`config.mk`:
```
export PLATFORM = sky130hd
export DESIGN_NAME = amba_ahb_lite_burst_scheduler
export DESIGN_NICKNAME = d
export VERILOG_FILES = /design/src/rtl/amba_ahb_lite_burst_scheduler.sv
export SDC_FILE = /design/constraint.sdc
export NUM_CORES = 1
export LEC_CHECK = 0
export BUFFER_PORTS_ARGS = -buffer_cell sky130_fd_sc_hd__clkbuf_2
export CAP_MARGIN = 40
export CORE_MARGIN = 1
export CORE_UTILIZATION = 53
export CTS_BUF_LIST = sky130_fd_sc_hd__clkbuf_2 sky130_fd_sc_hd__clkbuf_4 sky130_fd_sc_hd__clkbuf_8
export DETAILED_ROUTE_END_ITERATION = 8
export HOLD_SLACK_MARGIN = 0.1
export PLACE_DENSITY = 0.78
export SLEW_MARGIN = 40
export SYNTH_ARGS = -nofsm -noshare
export SYNTH_HDL_FRONTEND = slang
export SYNTH_SLANG_ARGS = --single-unit
```
`constraint.sdc`:
```
create_clock -name HCLK -period 3 [get_ports HCLK]
set_input_delay 0.15 -clock HCLK [delete_from_list [all_inputs] [get_ports HCLK]]
set_output_delay 0.15 -clock HCLK [all_outputs]
set_load 0.05 [all_outputs]
```
`src/rtl/amba_ahb_lite_burst_scheduler.sv`:
```
// AHB-lite grant scheduler for a shared slave port.
// Picks one owner per address phase and drives HMASTER to the output-stage muxes.
// Fixed-length bursts and locked sequences are never split. Undefined-length INCR
// ownership is capped while other masters are waiting.
//
// Handshake: HREADY=1 means the current address phase is accepted, and every
// state, grant and counter update happens only on such an edge. HREADY=0 freezes
// everything. An owner beat counts as "accepted" when HREADY=1 and the owner's
// HTRANS is NONSEQ or SEQ. The owner is always the master in out_HMASTER.
module amba_ahb_lite_burst_scheduler #(
  parameter int N_MASTER        = 2,
  parameter int W_MASTER        = 1,
  parameter int NUM_DEF_MASTER  = 0,
  parameter int PRIORITY_SCHEME = 1,
  parameter int MAX_INCR_BEATS  = 16
) (
  input  logic                  HCLK,
  input  logic                  HRESET,
  input  logic [N_MASTER-1:0]   ma_bus_req,
  input  logic [N_MASTER*2-1:0] ma_HTRANS,
  input  logic [N_MASTER*3-1:0] ma_HBURST,
  input  logic [N_MASTER-1:0]   ma_HMASTLOCK,
  input  logic                  HREADY,
  output logic [N_MASTER-1:0]   out_ma_active,
  output logic [W_MASTER-1:0]   out_HMASTER,
  output logic                  out_trans,
  output logic [1:0]            q_state
);

  typedef enum logic [1:0] {
    ST_IDLE  = 2'd0,
    ST_OWN   = 2'd1,
    ST_BURST = 2'd2,
    ST_LOCK  = 2'd3
  } state_e;

  // What the owner's current cycle asks the scheduler to do.
  typedef enum logic [2:0] {
    ACT_HOLD,
    ACT_ARB,
    ACT_ARBX,
    ACT_LOCK,
    ACT_BURST,
    ACT_INCR_START,
    ACT_INCR_STEP,
    ACT_BEAT
  } act_e;

  localparam logic [1:0] TR_IDLE   = 2'd0;
  localparam logic [1:0] TR_BUSY   = 2'd1;
  localparam logic [1:0] TR_NONSEQ = 2'd2;
  localparam logic [1:0] TR_SEQ    = 2'd3;

  localparam logic [2:0] HB_SINGLE = 3'd0;
  localparam logic [2:0] HB_INCR   = 3'd1;

  state_e              state_q;
  logic [W_MASTER-1:0] hmaster_q;
  logic [W_MASTER-1:0] rr_ptr_q;
  logic [3:0]          beat_cnt_q;
  logic [7:0]          incr_cnt_q;

  // Owner-side view of the request inputs.
  logic [1:0]          own_trans;
  logic [2:0]          own_burst;
  logic                own_lock;
  logic                own_req;
  logic [N_MASTER-1:0] own_oh;
  logic                others_req;

  assign own_trans  = ma_HTRANS[int'(hmaster_q)*2 +: 2];
  assign own_burst  = ma_HBURST[int'(hmaster_q)*3 +: 3];
  assign own_lock   = ma_HMASTLOCK[hmaster_q];
  assign own_req    = ma_bus_req[hmaster_q];
  assign own_oh     = {{(N_MASTER-1){1'b0}}, 1'b1} << hmaster_q;
  assign others_req = |(ma_bus_req & ~own_oh);

  // Returns {found, winner}. Fixed: lowest index. Round-robin: first set bit
  // searching upward from ptr+1 with wrap.
  function automatic logic [W_MASTER:0] arb_pick(input logic [N_MASTER-1:0] req,
                                                 input logic [W_MASTER-1:0] ptr);
    logic                found;
    logic [W_MASTER-1:0] win;
    int                  idx;
    found = 1'b0;
    win   = '0;
    for (int k = 1; k <= N_MASTER; k++) begin
      if (PRIORITY_SCHEME == 0) begin
        idx = k - 1;
      end else begin
        idx = int'(ptr) + k;
        if (idx >= N_MASTER) idx = idx - N_MASTER;
      end
      if (!found && req[idx]) begin
        found = 1'b1;
        win   = W_MASTER'(idx);
      end
    end
    return {found, win};
  endfunction

  logic [W_MASTER:0] pick_all;
  logic [W_MASTER:0] pick_excl;

  assign pick_all  = arb_pick(ma_bus_req, rr_ptr_q);
  assign pick_excl = arb_pick(ma_bus_req & ~own_oh, rr_ptr_q);

  logic [3:0] len_m1;
  logic [7:0] incr_next;
  logic       incr_cap;

  // Beats remaining after the NONSEQ of a fixed-length burst.
  always_comb begin
    len_m1 = 4'd15;
    case (own_burst)
      3'd2, 3'd3: len_m1 = 4'd3;
      3'd4, 3'd5: len_m1 = 4'd7;
      default:    len_m1 = 4'd15;
    endcase
  end

  assign incr_next = (incr_cnt_q == 8'hFF) ? 8'hFF : incr_cnt_q + 8'd1;
  assign incr_cap  = (incr_next >= 8'(MAX_INCR_BEATS));

  act_e own_act;
  act_e act;

  // Rules for an owner that is not inside a fixed burst or a lock. This also
  // covers a NONSEQ inside a burst and the cycle that leaves a lock.
  always_comb begin
    own_act = ACT_HOLD;
    if (own_trans == TR_IDLE || !own_req) begin
      own_act = ACT_ARB;
    end else if (own_trans == TR_NONSEQ) begin
      if (own_lock)                    own_act = ACT_LOCK;
      else if (own_burst == HB_SINGLE) own_act = ACT_ARB;
      else if (own_burst == HB_INCR)   own_act = ACT_INCR_START;
      else                             own_act = ACT_BURST;
    end else if (own_trans == TR_SEQ) begin
      own_act = (incr_cap && others_req) ? ACT_ARBX : ACT_INCR_STEP;
    end
  end

  // Per-state choice of what happens on the next accepted edge.
  always_comb begin
    act = ACT_HOLD;
    case (state_q)
      ST_IDLE: act = ACT_ARB;
      ST_OWN:  act = own_act;
      ST_BURST: begin
        case (own_trans)
          TR_IDLE:   act = ACT_ARB;
          TR_BUSY:   act = ACT_HOLD;
          TR_NONSEQ: act = own_act;
          default:   act = (beat_cnt_q <= 4'd1) ? ACT_ARB : ACT_BEAT;
        endcase
      end
      ST_LOCK: begin
        if (!own_lock && own_trans != TR_BUSY) act = own_act;
        else                                   act = ACT_HOLD;
      end
      default: act = ACT_HOLD;
    endcase
  end

  // Scheduler FSM: state, owner, round-robin pointer and beat counters.
  always_ff @(posedge HCLK or posedge HRESET) begin
    if (HRESET) begin
      state_q    <= ST_IDLE;
      hmaster_q  <= W_MASTER'(NUM_DEF_MASTER);
      rr_ptr_q   <= W_MASTER'(N_MASTER - 1);
      beat_cnt_q <= 4'd0;
      incr_cnt_q <= 8'd0;
    end else if (HREADY) begin
      case (act)
        ACT_ARB: begin
          beat_cnt_q <= 4'd0;
          incr_cnt_q <= 8'd0;
          if (pick_all[W_MASTER]) begin
            hmaster_q <= pick_all[W_MASTER-1:0];
            rr_ptr_q  <= pick_all[W_MASTER-1:0];
            state_q   <= ST_OWN;
          end else begin
            hmaster_q <= W_MASTER'(NUM_DEF_MASTER);
            state_q   <= ST_IDLE;
          end
        end
        ACT_ARBX: begin
          beat_cnt_q <= 4'd0;
          incr_cnt_q <= 8'd0;
          hmaster_q  <= pick_excl[W_MASTER-1:0];
          rr_ptr_q   <= pick_excl[W_MASTER-1:0];
          state_q    <= ST_OWN;
        end
        ACT_LOCK: begin
          state_q <= ST_LOCK;
        end
        ACT_BURST: begin
          beat_cnt_q <= len_m1;
          state_q    <= ST_BURST;
        end
        ACT_INCR_START: begin
          incr_cnt_q <= 8'd1;
          state_q    <= ST_OWN;
        end
        ACT_INCR_STEP: begin
          incr_cnt_q <= incr_next;
          state_q    <= ST_OWN;
        end
        ACT_BEAT: begin
          beat_cnt_q <= beat_cnt_q - 4'd1;
        end
        default: begin
        end
      endcase
    end
  end

  assign out_HMASTER   = hmaster_q;
  assign out_trans     = (state_q != ST_IDLE);
  assign out_ma_active = out_trans ? own_oh : '0;
  assign q_state       = state_q;

endmodule

```
; Word-level counts from Yosys, hierarchy flattened
; Index checks and enable logic that the tools add are counted.
[classes]
add_sub_neg = 6
mul = 1
n_div = 0
n_lt_le_gt_ge = 7
n_eq_ne = 21
shift = 3
n_mux = 47
bitwise_logic = 2
n_reduce_logical = 27
[ops]
columns = operator, count
row1 = $lt A32 B3 Y1 const B, 2
row2 = $mux W32, 2
row3 = $mux W1, 27
row4 = $mux W3, 8
row5 = $pmux W8 S3, 1
row6 = $eq A3 B3 Y1 const B, 6
row7 = $eq A3 B2 Y1 const B, 4
row8 = $pmux W3 S4, 1
row9 = $pmux W4 S3, 1
row10 = $pmux W3 S3, 1
row11 = $add A8 B1 Y8 const B, 1
row12 = $eq A2 B2 Y1 const B, 4
row13 = $eq A8 B8 Y1 const B, 1
row14 = $ge A8 B5 Y1 const B, 1
row15 = $mux W8, 1
row16 = $pmux W2 S4, 1
row17 = $pmux W4 S2, 1
row18 = $reduce_and A2 Y1, 4
row19 = $reduce_or A2 Y1, 4
row20 = $eq A3 B1 Y1 const B, 2
row21 = $reduce_bool A3 Y1, 2
row22 = $shiftx A6 B4 Y3, 1
row23 = $eq A2 B1 Y1 const B, 2
row24 = $le A4 B1 Y1 const B, 1
row25 = other kinds (26), 35
[totals]
regBits = 16
latch_bits = 0
ramBits = 0
mem_bits_ro = 0
out_inout_bits = 6
n_memories = 0

; Longest topological paths before layout
; Gate-level depths: netlist of run 1.
[logic_depth]
ltp_word = 15
depth_mapped = 14
depth_no_buf = 13

; Worst setup path before layout of run 1
; No wires, ideal clock.
[synth_path]
path_kind = reg-to-reg
start = register hmaster_q (netlist: out_HMASTER)
end = register state_q[0] (netlist: q_state[0])
setup_time_ns = 0.125
arrival_ns = 3.296
setup_slack_ns = -0.421
stages_incl_launch_ff = 14
period_less_slack_ns = 3.421
path_cell_list = dfrtp_1 buf_6 or3b_4 a221o_1 a32oi_1 nor2_1 nor2_1 o21ai_0 inv_1 ha_1 clkbuf_1 nor3_1 a221o_1 mux2_4
[synth_between]
elab_chain_len = 15
[synth_rtl]
columns = item, line
row1 = "start, declared", 58  ; logic [W_MASTER-1:0] hmaster_q;
row2 = "start signal, assigned", 170  ; hmaster_q <= W_MASTER'(NUM_DEF_MASTER);
row3 = "start signal, assigned", 180  ; hmaster_q <= pick_all[W_MASTER-1:0];
row4 = "start signal, assigned", 184  ; hmaster_q <= W_MASTER'(NUM_DEF_MASTER);
row5 = branches (longest 10 deep; another with $mul A1 B2 Y3), n/a
row6 = $pmux W3 S4 (*), 147  ; case (state_q)
row7 = $eq A3 B3 Y1 or $eq A3 B2 Y1 (tied branches), 175  ; case (act)
row8 = $reduce_or A3 Y1 (no source line), n/a
row9 = $reduce_bool A4 Y1 (no source line), n/a
row10 = $reduce_and A2 Y1 (no source line), n/a
row11 = "end signal, assigned", 169  ; state_q <= ST_IDLE;
row12 = "end signal, assigned", 182  ; state_q <= ST_OWN;
row13 = "end signal, assigned", 185  ; state_q <= ST_IDLE;
row14 = "end, declared", 57  ; state_e state_q;
; Every way passes the cells marked *. The select of a mux whose other input is x is not followed.
; A chain may end at the register's enable or synchronous reset.

; Worst setup path after layout of run 1
[layout_path]
start = register hmaster_q (netlist: out_HMASTER)
end = register incr_cnt_q[3]
[layout_between]
elab_chain_len = 15
[layout_rtl]
columns = item, line
row1 = branches (longest 10 deep; another with $mul A1 B2 Y3), n/a
row2 = $pmux W3 S4 (*), 147
row3 = $eq A3 B1 Y1 or $eq A3 B2 Y1 (tied branches), 175
row4 = $reduce_or A2 Y1 (no source line), n/a
row5 = $reduce_bool A3 Y1 (no source line), n/a
row6 = $reduce_and A2 Y1 (no source line), n/a
row7 = "end signal, assigned", 207  ; incr_cnt_q <= incr_next;
row8 = "end, declared", 61  ; logic [7:0] incr_cnt_q;
; Marks and branches as above.

==> out/results.ini, run 1 <==
[status]
status=finished, final reports clean

[setup_path]
crit_fanout=8
reg2reg_slack_ns=0.05
slowest_delay_ns=0.42
critPathCaptureType=register
critPathKind=register to register
worstSetupPathDepth=12
reg2reg_depth=12
worst_ep_arrival_time_ns=3.21
cp.required_ns=3.26
slowest_stage=dfrtp_2
critical_path_buf_inv_count=0
crit_chain=or3b_4, a221o_1, a32oi_2, nor2_1, nor2_1, o21ai_2, ha_1, nor2_4, nand2_2, a211oi_4, and3_1, a221o_1
start_kind=register
crit_family=compound AO/OA/AOI/OAI gates

[finish]
fin_cells=253
drive_gt1_frac=0.2387
fin_util=0.6509
mostFrequentLayoutCells=clkbuf_2 (22), nand2_1 (20), o21ai_0 (15)
nets=247
final_design_area_no_fill_mm2=0.001810
syn2layout_area_growth_pct=15.85
antenna_cells=0
mostFrequentLayoutCell=clkbuf_2

[grt]
antenna_found_initial=0
track_usage=0.2687
overflow=0
first_global_vias=1502
grt_pass1_wl_um=6637
grt_max_degree=23

[route]
final_antenna_net_count=0
via_per_inst=6.447
drt_first_pass_iters=5
routed_wl_um=4041
num_vias=1631
drc_errors=0
routedWlPerCell_um=15.97
drt_iter0_drc=129

[floorplanning]
num_rows=19
fp.dieArea_mm2=0.003170
start_util=0.5619
coreArea_mm2=0.002781
die_w_um=56.30
fp.dieH_um=56.30
io-pin-count=23

[sta]
fin_worst_skew_ns=0.005135
drv_slew=0
fmax_ghz=0.3387
fin_crit_ns=2.952
tns_ns=0
setup_viol=0
rsz0062_at_grt=yes
post-route-period-util=0.9841
slew_headroom=0.5793
hold_violations=0
tightest_slew_ns=0.6303

[clocking]
cts_buffers=3
clk_pin_slew_ns=0.11
cts_tree=built
clock_latency_ns=0.31
clockRootBuffer=clkbuf_4
cts_max_path_buffers=2
htreeDepth=1
cts_num_sinks=16

[placed_design]
dpl_cell_area_mm2=0.001710
dp_hpwl_um=2989
port_buffers=22
dp.cells=245
globalplace.congestion=0.9541

[job]
cap_violations=0

[min_path]
worstHoldPathCells=3
hold_path_class=primary input to register

[synthesis]
avgSynthCellArea_um2=7.933
synth_area_mm2=0.001563
postSynthCellCount=197
synth_seq_cells=16
yosys_warnings=0
ys_async_sr_fraction=1.000
synth-seq-area-share=0.2570
synth_edf_count=0
syn-num-nets=221
synthDistinctLibCells=52
ys.flop_type=dfrtp_1

[pwr]
total_leakage_power_nw=0.8012
power.density_mw_per_mm2=814.1
peakVddDrop_mv=0.7472

## area by class of cell
| type | count | area [um^2] |
|---|---|---|
| Clock buffer | 4 | 36.28 |
| Fill cell | 243 | 970.9 |
| Inverter | 11 | 41.29 |
| Multi-Input combinational cell | 162 | 1122 |
| Sequential cell | 16 | 402.9 |
| Tap cell | 31 | 38.79 |
| Timing Repair Buffer | 29 | 168.9 |
## per-layer routing
layer | part of all wire | routed length (um) | GRT usage | vias to the layer above
li1 | - | - | - | 784
met4 | 0.013 | 52 | 0.1150 | 0
met3 | 0.062 | 249 | 0.04839 | 5
met2 | 0.45 | 1822 | 0.3997 | 69
met1 | 0.47 | 1917 | 0.3827 | 773
met5 | 0 | 0 | 0 | -
## where the power goes
part	total, mW	switching (mW)	internal [mW]
registers	0.317	0.0527	0.264
logic	1.00	0.624	0.376
clock network	0.157	0.0826	0.0743
## through the flow
step                      setup slack (ns)  hold slack (ns)  total power, mW
after floorplan                   -0.09341          0.06296            1.067
after global placement              0.1607           0.2456            1.229
after detailed placement           0.08178           0.2496            1.252
after CTS                          0.04892           0.2218            1.408
after global routing               -0.1397           0.2801            1.576
final                              0.04777           0.2203            1.474
## tightest hold or removal path: cells and delay by family
kind            cells  cell delay [ns]
buf+inv             1             0.18
compound gates      2             0.16
## Yosys cell counts (all sizes together) (2+ instances only)
master / count / area, um^2
a211o: 2 / 17.52
a21o: 5 / 37.54
a21oi: 12 / 63.81
a221o: 3 / 30.03
a22o: 2 / 17.52
a31oi: 5 / 31.28
a32oi: 2 / 36.29
and2: 3 / 18.77
and3: 4 / 25.02
buf: 2 / 22.52
clkbuf: 6 / 22.52
dfrtp: 15 / 375.4
ha: 7 / 87.58
inv: 11 / 41.29
mux2: 3 / 37.53
mux2i: 4 / 40.04
nand2: 21 / 78.83
nand2b: 4 / 25.02
nand3: 7 / 35.03
nand3b: 4 / 30.03
nor2: 15 / 56.30
nor2b: 2 / 12.51
nor3: 9 / 45.04
nor4: 2 / 12.51
o211ai: 3 / 22.52
o21ai: 19 / 95.09
o221ai: 2 / 17.52
o22ai: 3 / 32.53
o31ai: 2 / 15.01
or2: 2 / 12.51
## final timing paths
check	startpoint	end
max	out_HMASTER	incr_cnt_q[3]
min reg2reg	rr_ptr_q	rr_ptr_q
min	HREADY	beat_cnt_q[2]
max in group asynchronous	HRESET	out_HMASTER
max reg2reg	out_HMASTER	incr_cnt_q[3]
min in group asynchronous	HRESET	incr_cnt_q[2]
## cells by family after synthesis
logic type,count (synthesis),synth area share
simple gates,78,0.2538
compound gates,69,0.3227
xor+xnor,1,0.005606
flops,16,0.2570
mux,7,0.04964
buf+inv,19,0.05524
fa+ha+maj,7,0.05604
## state kept, by name, indices dropped and copies added (netlist names)
| name | flops |
|---|---|
| incr_cnt_q | 8 |
| q_state | 2 |
| beat_cnt_q | 4 |
| rr_ptr_q | 1 |
| out_HMASTER | 1 |
## repair_timing
item                       4_1_cts  5_1_grt
resized for setup                0        8
hold endpoints to repair        15        0
buffers inserted                 0        3
setup endpoints to repair        0        8
hold buffers                     1        0
No activity file was read; power rests on OpenSTA's default activity.
==> run 2, diff against run 1 <==
- CTS_BUF_LIST: sky130_fd_sc_hd__clkbuf_2 sky130_fd_sc_hd__clkbuf_4 sky130_fd_sc_hd__clkbuf_8 -> sky130_fd_sc_hd__clkbuf_8
- PLACE_DENSITY: 0.78 -> default
- PLACE_DENSITY_LB_ADDON: default -> 0.3
==> out/results.ini, run 2 (same netlist as run 1, synthesis figures left out) <==
[finish]
syn2layout_area_growth_pct=17.29
final_design_area_no_fill_mm2=0.001833  ; +1.2%
largest_register_ff_count=8  ; unchanged
mostFrequentLayoutCells=clkbuf_2 (22), nand2_1 (20), o21ai_0 (16)
drive_gt1_frac=0.2411  ; +0.002333
antenna_cells=0  ; unchanged
fin_cells=255  ; +0.79%
nets=249  ; +0.81%
top_register=incr_cnt_q
mostFrequentLayoutCell=clkbuf_2

[grt]
grtUsageMet1=0.3933  ; +0.01058
grtUsageMet2=0.4558  ; +0.05612
first_global_vias=1545  ; +2.9%
overflow=0  ; unchanged
track_usage=0.2894  ; +0.02072
busiest_layer=met2
globalRouteMet3Util=0.04839  ; unchanged
grt_max_degree=23  ; unchanged
antenna_found_initial=0  ; unchanged
grt_pass1_wl_um=7120  ; +7.3%

[pwr]
total_leakage_power_nw=0.8158  ; +1.8%
power.density_mw_per_mm2=839.7  ; +3.1%
power_mw=1.539  ; +4.4%
peakVddDrop_mv=0.7617  ; +1.9%

[setup_path]
crit_chain=or3b_4, a221o_1, a32oi_2, buf_4, a21o_1, o21ai_2, ha_1, nor2_2, nand2_2, a211oi_4, and3_1, a221o_1
critPathCaptureType=register
start_kind=register
reg2reg_depth=12  ; unchanged
reg2reg_slack_ns=0.07  ; +0.03 ns
crit_family=compound AO/OA/AOI/OAI gates
critPathKind=register to register
slowest_delay_ns=0.41  ; about the same
critical_path_buf_inv_count=1  ; +1
cp.required_ns=3.20  ; -0.06 ns
path_common_cell=a221o_1
slowest_stage=dfrtp_2
worst_ep_arrival_time_ns=3.12  ; -0.09 ns
r2r-start=out_HMASTER
crit_path_end=incr_cnt_q[3]
r2r_end=incr_cnt_q[3]
crit_fanout=8  ; unchanged
critPathLaunch=out_HMASTER
worstSetupPathDepth=12  ; unchanged

[route]
routed_wl_um=4386  ; +8.5%
via_per_inst=6.525  ; +1.2%
drt_iter0_drc=101  ; -22%
routedWlPerCell_um=17.20  ; +7.7%
drt_first_pass_iters=5  ; unchanged
final_antenna_net_count=0  ; unchanged
drc_errors=0  ; unchanged
num_vias=1664  ; +2.0%

[floorplanning]
fp.dieArea_mm2=0.003170  ; unchanged
io-pin-count=23  ; unchanged
fp.dieH_um=56.30  ; unchanged
die_w_um=56.30  ; unchanged
start_util=0.5619  ; unchanged
num_rows=19  ; unchanged
coreArea_mm2=0.002781  ; unchanged

[sta]
tightest_slew_ns=0.6984  ; +0.06814 ns
fin_crit_ns=2.926  ; -0.02601 ns
post-route-period-util=0.9754  ; -0.008671
drv_slew=0  ; unchanged
hold_violations=0  ; unchanged
slew_headroom=0.5339  ; -0.04547
setup_viol=0  ; unchanged
fmax_ghz=0.3417  ; +0.89%
rsz0062_at_grt=yes
fin_worst_skew_ns=0.004444  ; -0.0006907 ns
fin_hold_ws_ns=0.2761  ; +0.05580 ns
tns_ns=0  ; unchanged

[placed_design]
globalplace.congestion=0.8738  ; -8.4%
port_buffers=22  ; unchanged
dpl_cell_area_mm2=0.001718  ; +0.44%
dp.cells=246  ; +0.41%
dp_hpwl_um=3069  ; +2.7%

[status]
status=finished, final reports clean

[clocking]
cts_tree=built
clockRootBuffer=clkbuf_8
cts_num_sinks=16  ; unchanged
clk_pin_slew_ns=0.07  ; -0.04 ns
cts_max_path_buffers=2  ; unchanged
clock_latency_ns=0.26  ; -0.05 ns
cts_buffers=3  ; unchanged
htreeDepth=1  ; unchanged

[job]
cap_violations=0  ; unchanged

[min_path]
hold_path_class=primary input to register

==> run 2: repair_timing <==
item	CTS	global route
pin swaps	6	6
endpoints found under the hold margin	15	0
resized for setup	3	1
buffers inserted	1	3
hold buffers	1	0
endpoints found under the setup margin	1	10
==> run 2: stage by stage <==
step | util | worst slack, ns
final | 0.6590 | 0.07379
after global routing | 0.6590 | -0.04050
after CTS | 0.6473 | 0.008360
after detailed placement | 0.6176 | 0.06732
after global placement | 0.6176 | 0.1429
after floorplan | - | -0.09341
==> run 2: report_power, final <==
group	internal, mW	switching [mW]
Sequential	0.264	0.0547
Clock	0.117	0.0873
Combinational	0.381	0.635
==> run 2: routing by layer <==
| layer | up-vias | routed length (um) |
|---|---|---|
| met2 | 84 | 2054 |
| met3 | 5 | 311 |
| li1 | 791 | - |
| met5 | - | 0 |
| met1 | 784 | 1983 |
| met4 | 0 | 38 |
==> run 2: worst min-delay path, cell delays in order <==
cell and delay, ns:
clkbuf_2 0.19, a31oi_1 0.10, o21ai_0 0.06
==> run 2: worst min-delay path by stage <==
stage          slack, ns   start  depth (start not counted)             to
2_1_floorplan       0.06  HRESET                          1  beat_cnt_q[0]
3_3_place_gp        0.26  HRESET                          2     q_state[1]
3_5_place_dp        0.27  HRESET                          2  beat_cnt_q[0]
4_1_cts             0.27  HREADY                          3  beat_cnt_q[2]
5_1_grt             0.31  HREADY                          3  beat_cnt_q[2]
6_report            0.28  HREADY                          3  beat_cnt_q[2]
==> run 2: final cells by class <==
cell class                 count  area [um^2]
clock buffer                   4        55.05
fill                         221        948.4
inverter                      11        41.29
multi-input combinational    162         1111
sequential                    16        402.9
tap                           31        38.79
timing repair buffer          31        183.9
==> run 3, diff against run 2 <==
- ABC_AREA: default -> 1
==> out/results.ini, run 3 <==
[status]
status=finished, final reports clean

[sta]
tns_ns=0  ; unchanged
post-route-period-util=0.8660  ; -0.1094
fin_crit_ns=2.598  ; -0.3283 ns
fmax_ghz=0.3849  ; +13%
drv_slew=0  ; unchanged
fin_worst_skew_ns=0.002405  ; -0.002039 ns
rsz0062_at_grt=no
tightest_slew_ns=0.6213  ; -0.07717 ns
setup_viol=0  ; unchanged
slew_headroom=0.5854  ; +0.05151
hold_violations=0  ; unchanged

[floorplanning]
fp.dieH_um=54.67  ; -2.9%
num_rows=18  ; -1
fp.dieArea_mm2=0.002988  ; -5.7%
start_util=0.5777  ; +0.01583
io-pin-count=23  ; unchanged
coreArea_mm2=0.002545  ; -8.5%
die_w_um=54.67  ; -2.9%

[clocking]
clk_pin_slew_ns=0.06  ; about the same
cts_buffers=3  ; unchanged
clock_latency_ns=0.25  ; about the same
cts_tree=built
htreeDepth=1  ; unchanged
cts_max_path_buffers=2  ; unchanged
clockRootBuffer=clkbuf_8
cts_num_sinks=16  ; unchanged

[grt]
antenna_found_initial=0  ; unchanged
busiest_layer=met2
globalRouteMet3Util=0.05833  ; +0.009946
grtUsageMet2=0.3715  ; -0.08430
track_usage=0.2414  ; -0.04805
grt_max_degree=17  ; -26%
grtUsageMet1=0.3389  ; -0.05435
overflow=0  ; unchanged
grt_pass1_wl_um=5126  ; -28%
first_global_vias=1226  ; -21%

[placed_design]
port_buffers=22  ; unchanged
globalplace.congestion=0.8511  ; -2.6%
dp_hpwl_um=2422  ; -21%
dpl_cell_area_mm2=0.001604  ; -6.6%

[setup_path]
critPathLaunch=out_HMASTER
worst_ep_arrival_time_ns=2.79  ; -0.33 ns
r2r-start=out_HMASTER
critPathKind=register to register
reg2reg_slack_ns=0.40  ; +0.33 ns
crit_chain=inv_4, or2_1, o21ai_2, nor2_1, o21ai_0, nand2_1, a21oi_1, o21ai_0, nand2_1, inv_1, ha_1, o21ai_4, nand3_4, nand2_2, nand2_1, nand2_1
path_common_cell=nand2_1
slowest_stage=dfrtp_1
reg2reg_depth=16  ; +4
crit_fanout=11  ; +3
slowest_delay_ns=0.58  ; +0.17 ns
crit_path_end=beat_cnt_q[2]
cp.required_ns=3.19  ; about the same
start_kind=register
critPathCaptureType=register
r2r_end=beat_cnt_q[2]

[finish]
top_register=incr_cnt_q
mostFrequentLayoutCells=nand2_1 (78), inv_1 (28), clkbuf_2 (22)
drive_gt1_frac=0.1865  ; -0.05456
antenna_cells=0  ; unchanged
final_design_area_no_fill_mm2=0.001669  ; -8.9%
syn2layout_area_growth_pct=13.53
nets=277  ; +11%
mostFrequentLayoutCell=nand2_1
largest_register_ff_count=8  ; unchanged

[synthesis]
synth_edf_count=0  ; unchanged
synth.most_common_cell=nand2_1
synthDistinctLibCells=31  ; -40%
ys.flop_type=dfrtp_1
synth.top_cells.by_count=nand2_1 (78), inv_1 (28), nor2_1 (20)
synth_seq_cells=16  ; unchanged
postSynthCellCount=227  ; +15%
netlist.area_leader.share=0.2553  ; +0.01513
yosys_warnings=0  ; unchanged
synth_area_mm2=0.001470  ; -5.9%
synth-seq-area-share=0.2732  ; +0.01619
avgSynthCellArea_um2=6.476  ; -18%
synth_area_leaders=dfrtp_1 (26%), nand2_1 (20%), inv_1 (7.1%), nand3_1 (6.5%), ha_1 (6.0%)
yosysTopAreaCell=dfrtp_1
syn-num-nets=251  ; +14%
ys_async_sr_fraction=1.000  ; unchanged

[min_path]
hold_path_class=primary input to register

[route]
routed_wl_um=2987  ; -32%
drt_first_pass_iters=4  ; -1
drt_iter0_drc=30  ; -70%
routedWlPerCell_um=10.59  ; -38%
drc_errors=0  ; unchanged
num_vias=1416  ; -15%
final_antenna_net_count=0  ; unchanged
via_per_inst=5.021  ; -23%

[pwr]
combPwrFrac=0.641  ; -0.019
total_leakage_power_nw=0.9318  ; +14%
internal-power_mw=0.6580  ; -14%
p_sw_frac=0.5386  ; +0.03390
peakVddDrop_mv=0.8773  ; +15%
seq_power_share=0.228  ; +0.021
power.share.clock=0.131  ; -0.002
power.density_mw_per_mm2=854.3  ; +1.7%
switchingPower_mw=0.7680  ; -1.1%

[job]
cap_violations=0  ; unchanged

[run 3: changes by cell type after synthesis, sizes merged, moves of 4 or more]
cell    previous run  this run
a21o               5         0
a21oi             12         2
a31oi              5         0
and3               4         0
clkbuf             6         0
inv               11        31
nand2             21        85
nand2b             4         0
nand3              7        22
nand3b             4         0
nor2              15        22
nor3               9         4
[run 3: power groups by stage]
stage,clock network [mW],registers [mW],logic (mW)
global route,0.201,0.332,1.03
global placement,0,0.326,0.905
detailed placement,0,0.328,0.913
floorplan,0,0.362,0.715
CTS,0.194,0.324,0.918
finish,0.187,0.325,0.914
[run 3: how the worst min path moves through the flow]
stage / startpoint / end / slack (ns) / cells past startpoint
after global placement: HRESET / beat_cnt_q[1] / 0.24 / 2
final: HREADY / q_state[1] / 0.24 / 3
after CTS: HREADY / q_state[1] / 0.24 / 3
after global routing: HREADY / beat_cnt_q[1] / 0.26 / 3
after detailed placement: HRESET / beat_cnt_q[1] / 0.23 / 2
after floorplan: HRESET / beat_cnt_q[0] / 0.06 / 1
[run 3: final cells by class]
class | instances | area [um^2]
multi-input cells | 177 | 928.4
clock buffers | 4 | 55.05
fillers | 266 | 875.8
flip-flops and latches | 16 | 401.6
repair buffers | 24 | 127.6
inverters | 31 | 118.9
well taps | 30 | 37.54
[run 3: cell families (layout without fill, tap and decap cells)]
| kind of cell | Yosys count | after routing | synth area share |
|---|---|---|---|
| AND/OR/NAND/NOR | 135 | 135 | 0.4187 |
| adder cells (fa/ha/maj) | 7 | 7 | 0.05957 |
| XOR/XNOR | 4 | 4 | 0.02383 |
| flip-flops | 16 | 16 | 0.2732 |
| multiplexers | 1 | 1 | 0.006809 |
| buffers and inverters | 34 | 59 | 0.09532 |
| AO/OA/AOI/OAI | 30 | 30 | 0.1226 |
[run 3: timing repair]
action	4_1_cts	5_1_grt
hold buffers	1	0
buffers inserted	0	0
endpoints found under the hold margin	15	0
resized for setup	0	0
[run 3: per-stage QoR]
stage,total power [mW],hold WS [ns],util,std cells,worst slack (ns)
floorplan,1.077,0.06302,-,227,0.2776
global placement,1.231,0.2364,0.6303,277,0.4740
detailed placement,1.241,0.2330,0.6303,277,0.4043
CTS,1.436,0.2421,0.6559,282,0.3927
global route,1.559,0.2610,0.6559,282,0.08998
finish,1.426,0.2416,0.6559,282,0.4021
[run 3: metal layers]
metal	vias to the layer above	part of all wire
li1	769	-
met5	-	0
met3	2	0.031
met2	30	0.43
met1	615	0.53
met4	0	0.0030
[run 3: worst max-delay path: cells and delay by family, from the launching register on]
family | cells | cell delay (ns)
DFF | 1 | 0.58
buffers and inverters | 2 | 0.17
adders and majority gates | 1 | 0.26
AOI/OAI and AO/OA | 5 | 0.63
and+or+nand+nor | 8 | 0.87
